[src/rtl/bit_serializer.sv]
// rtl/bit_serializer.sv - MSB-first word serializer with sof/eof framing; SER_PARITY_EN appends an even-parity bit
module bit_serializer #(
    parameter int DATAWIDTH = 64
) (
    input  logic                 clk,
    input  logic                 reset,
    input  logic [DATAWIDTH-1:0] data_i,
    input  logic                 valid_i,
    output logic                 ready_o,
    output logic                 x_o,
    output logic                 bit_vld_o,
    output logic                 sof_o,
    output logic                 eof_o
);

    localparam int CW = $clog2(DATAWIDTH);
    localparam logic [CW-1:0] LAST_CNT = CW'(DATAWIDTH - 1);

    typedef enum logic [1:0] {
        IDLE  = 2'd0,
        SHIFT = 2'd1
`ifdef SER_PARITY_EN
        ,
        PARITY = 2'd2
`endif
    } state_t;

    state_t               state;
    state_t               state_nxt;
    logic [CW-1:0]        cnt;
    logic [DATAWIDTH-1:0] shreg;
    logic                 accept;
`ifdef SER_PARITY_EN
    logic                 par_bit;
`endif

    assign accept = valid_i & ready_o;

    // Outputs depend only on registered state, so reset clears them without waiting for clk.
    always_comb begin
        state_nxt = state;
        ready_o   = 1'b0;
        bit_vld_o = 1'b0;
        x_o       = 1'b0;
        sof_o     = 1'b0;
        eof_o     = 1'b0;
        case (state)
            IDLE: begin
                ready_o = 1'b1;
                if (valid_i) state_nxt = SHIFT;
            end
            SHIFT: begin
                bit_vld_o = 1'b1;
                x_o       = shreg[DATAWIDTH-1];
                sof_o     = (cnt == '0);
                if (cnt == LAST_CNT) begin
`ifdef SER_PARITY_EN
                    state_nxt = PARITY;
`else
                    eof_o     = 1'b1;
                    ready_o   = 1'b1;
                    state_nxt = valid_i ? SHIFT : IDLE;
`endif
                end
            end
`ifdef SER_PARITY_EN
            PARITY: begin
                bit_vld_o = 1'b1;
                x_o       = par_bit;
                eof_o     = 1'b1;
                ready_o   = 1'b1;
                state_nxt = valid_i ? SHIFT : IDLE;
            end
`endif
            default: state_nxt = IDLE;
        endcase
    end

    always_ff @(posedge clk or posedge reset) begin
        if (reset) begin
            state <= IDLE;
            cnt   <= '0;
            shreg <= '0;
`ifdef SER_PARITY_EN
            par_bit <= 1'b0;
`endif
        end else begin
            state <= state_nxt;
            if (accept) begin
                shreg <= data_i;
                cnt   <= '0;
`ifdef SER_PARITY_EN
                par_bit <= ^data_i;
`endif
            end else if (state == SHIFT) begin
                shreg <= {shreg[DATAWIDTH-2:0], 1'b0};
                cnt   <= (cnt == LAST_CNT) ? '0 : cnt + 1'b1;
            end
        end
    end

endmodule

[config.mk]
export PLATFORM = sky130hd
export DESIGN_NAME = bit_serializer
export DESIGN_NICKNAME = d
export VERILOG_FILES = /design/src/rtl/bit_serializer.sv
export SDC_FILE = /design/constraint.sdc
export NUM_CORES = 1
export LEC_CHECK = 0
export CAP_MARGIN = 20
export CORE_ASPECT_RATIO = 0.75
export CORE_MARGIN = 2
export CORE_UTILIZATION = 25
export DETAILED_ROUTE_END_ITERATION = 7
export GPL_ROUTABILITY_DRIVEN = 0
export SETUP_SLACK_MARGIN = 0.4
export SLEW_MARGIN = 15
export SYNTH_ARGS = -nofsm -noshare
export SYNTH_HDL_FRONTEND = slang
export SYNTH_SLANG_ARGS = --single-unit
export TNS_END_PERCENT = 100
[constraint.sdc]
create_clock -name clk -period 2.8 [get_ports clk]
set_clock_uncertainty 0.2 [all_clocks]
set_input_delay 0.42 -clock clk [delete_from_list [all_inputs] [get_ports clk]]
set_output_delay 0.42 -clock clk [all_outputs]
set_load 0.03 [all_outputs]
==> results by group <==
Outcome
  – Outcome: finished clean

Logic synthesis
  – Post-synth design cell area: between 3000 and 4000 um2
  – Cells taking the most area after synthesis: dfrtp_1, o22a_1, mux2_2
  – Most common library cells after synthesis: dfrtp_1, o22a_1, inv_1
  – Mapped Cells: ~350
  – Yosys top cell area share: 0.4609
  – Post-Syn Nets: between 400 and 500
  – #FFs+latches synth: between 70 and 80
  – Post-synth EDFFs: 0
  – Post-synth cell types: 34
  – Ys flop type: dfrtp_1
  – Post-synthesis sequential area ratio: 0.4609
  – Number of synthesis warnings: 0
  – Most frequent cell after synthesis: dfrtp_1
  – Post-synth ARST share: 1.000
  – Largest area contributor in the netlist: dfrtp_1
  – Syn_area_per_cell: about 11 um2

STA
  – Max Slew Vio Count: 0
  – Number of setup violations in the final report: 0
  – Normalized max-slew margin: 0.5722
  – FMAX: about 0.41 GHz
  – Final worst-path cycle share: 0.8726
  – Worst Max-Slew Pin Slew: around 640 ps
  – Final Hold Violating Endpoints: 0
  – Post-layout min period: roughly 2400 ps
  – Total negative slack: 0 ps
  – RSZ-0062 raised after global routing: yes

Clock tree
  – H-tree Lvls: 3
  – CTS Hold Buffers Added: 0
  – Worst-path clk slew: about 60 ps
  – CTS tree: built
  – Clock sink count: 71
  – Clock Tree Root: clkbuf_16
  – CTS Buffer Depth: 2
  – Clock Latency Late Sink: 340 ps
  – Inserted Clock Buffers: 9

Final layout
  – Reg area: approximately 1800 um2
  – Multi-input logic area: around 1800 um2
  – Layout cells sized above 1: 0.2180
  – # diodes: 0
  – Final nets: around 500
  – Post-route cell area: just over 5000 um2
  – Filler instances: 1506
  – Area Overhead vs Synth: 33.46%

Route
  – First DRT Iteration DRCs: ~270
  – Vias per Instance: between 5 and 6
  – Detailed-router iteration count before antenna repair: 4
  – Final WL: 10.43 mm
  – Total number of vias: ~3200
  – Antenna Nets Post-Route: 0
  – Wirelength per Cell: approximately 17 um
  – DRC viols: 0

Global route
  – Largest net degree at the start of global routing: 39
  – Initial antenna violation count: 0
  – Vias in the first global route: around 3300
  – Met3 Track Usage GR: 0.03443
  – Total track usage: 0.1326
  – Congestion Overflow GR: 0
  – First-pass GRT wire length: ~17 mm
  – GR peak layer: met2
  – Met1 Use GR: 0.1801
  – Grt met2 use: 0.2044

Worst setup path
  – Top Family by Delay on Critical Path: simple AND/OR/NAND/NOR gates
  – Critical Path Stages: 5
  – RR Endpoint: shreg[42]
  – Worst reg2reg path startpoint: cnt[1]
  – Crit path buf inv count: 2
  – R2r setup slk: approximately 760 ps
  – Kind of critical path: reg2out
  – Crit path max-delay cell type: or4b_4
  – Critical-path cell list: inv_2 > ha_4 > or4b_4 > nor3b_4 > buf_12
  – Crit path max fanout: 3
  – Max incr delay on CP: 470 ps
  – Crit start category: flip-flop
  – CP Capture Type: output port
  – Req. time, crit path: about 2200 ps
  – FF-to-FF path depth: 5
  – Worst Path Arrival: 1820 ps

Power
  – Clk pwr share: 0.277
  – Power Dens Cells: around 840 nW/um2
  – Sequential Power Share: 0.418
  – Total power draw: 4.340 mW
  – Leak: 2.019 nW
  – Internal power: slightly above 3 mW
  – Switching share of power: 0.3036
  – Comb power frac: 0.305
  – Worst VDD drop: about 0.27 mV
  – NetSw: 1.318 mW

Place
  – Hpwl dp: 6.730 mm
  – Post-placement cell area: around 4800 um2
  – Port Buffer Count: 71

Floorplanning
  – Die Area: 16440 um2
  – Site Rows: 39
  – Initial Util: 0.2540
  – Die Height: roughly 110 um
  – Die width: between 100 and 150 um
  – Top Ports: slightly above 70
  – Core outline area: between 15000 and 20000 um2

Hold path
  – Hold crit path type: in2async

Flow run
  – MaxCap Viol Count: 0
## cells by family (layout without fill, tap and decap cells)
group / count (synthesis) / count (layout) / share of synthesized area
and+or+nand+nor: 54 / 54 / 0.06913
adders and majority gates: 2 / 2 / 0.006490
DFF: 71 / 71 / 0.4609
muxes: 27 / 27 / 0.07822
AOI/OAI and AO/OA: 133 / 133 / 0.2986
xor gates and xnor gates: 2 / 2 / 0.004545
buffers and inverters: 65 / 133 / 0.08212
## metal layers
layer  wire (um)  share of wire  up-vias
met2        4779           0.46       73
met3         429          0.041       12
met5           0              0        -
li1            -              -     1481
met1        5061           0.49     1636
met4         161          0.015        0
## metrics by stage
step / worst slack, ps / cells / util / hold WS [ps]
6_report: 356.8 / 627 / 0.3390 / 322.7
5_1_grt: 287.6 / 627 / 0.3390 / 356.3
4_1_cts: 338.8 / 626 / 0.3385 / 339.8
3_5_place_dp: 417.3 / 609 / 0.3155 / 331.2
3_3_place_gp: 453.5 / 609 / 0.3155 / 326.3
2_1_floorplan: 507.1 / 354 / - / 310.0
## final cells by class
type	count	share of cell area
multi-input cells	218	0.3495
clock inverters	2	0.007539
clock buffers	13	0.05253
inverters	29	0.02189
well taps	205	0.04985
repair buffers	89	0.1727
flip-flops and latches	71	0.3461
## state kept, by name, indices dropped and copies added (netlist names)
register / flops
cnt: 6
state: 1
shreg: 64
## timing repair
action                                  in CTS  in global routing
endpoints found under the setup margin       4                  4
gates resized for setup                      9                  4
pin swaps                                    1                  1
buffers inserted                             2                  1
## worst max-delay path by stage
stage | end | start
3_5_place_dp | shreg[21] | valid_i
2_1_floorplan | sof_o | state[0]
6_report | sof_o | cnt[1]
4_1_cts | sof_o | cnt[1]
5_1_grt | sof_o | cnt[1]
3_3_place_gp | shreg[32] | valid_i
## layout by cell type (no fill, tap or decap), drive strengths merged, types with 3 or more instances in the layout
| cell type | count |
|---|---|
| a21oi | 25 |
| a221oi | 25 |
| and2 | 4 |
| buf | 20 |
| clkbuf | 14 |
| clkdlybuf4s50 | 67 |
| dfrtp | 71 |
| inv | 28 |
| mux2 | 25 |
| nand2 | 5 |
| nand2b | 4 |
| nand3 | 7 |
| nor2 | 27 |
| o21ai | 3 |
| o221a | 38 |
| o22a | 36 |
## power groups by stage
| stage | combinational [mW] | clock (mW) | sequential [mW] |
|---|---|---|---|
| global placement | 1.21 | 0 | 1.81 |
| CTS | 1.32 | 1.24 | 1.81 |
| finish | 1.32 | 1.20 | 1.82 |
| floorplan | 0.990 | 0 | 1.69 |
| global route | 1.47 | 1.28 | 1.88 |
| detailed placement | 1.28 | 0 | 1.81 |
## worst register-to-register path: stages (launching register included)
cell     delay [ps]
dfrtp_1         390
ha_1            300
and4_4          370
nand2_2          60
buf_4           250
o221a_2         350
(Power assumes the default switching activity.)
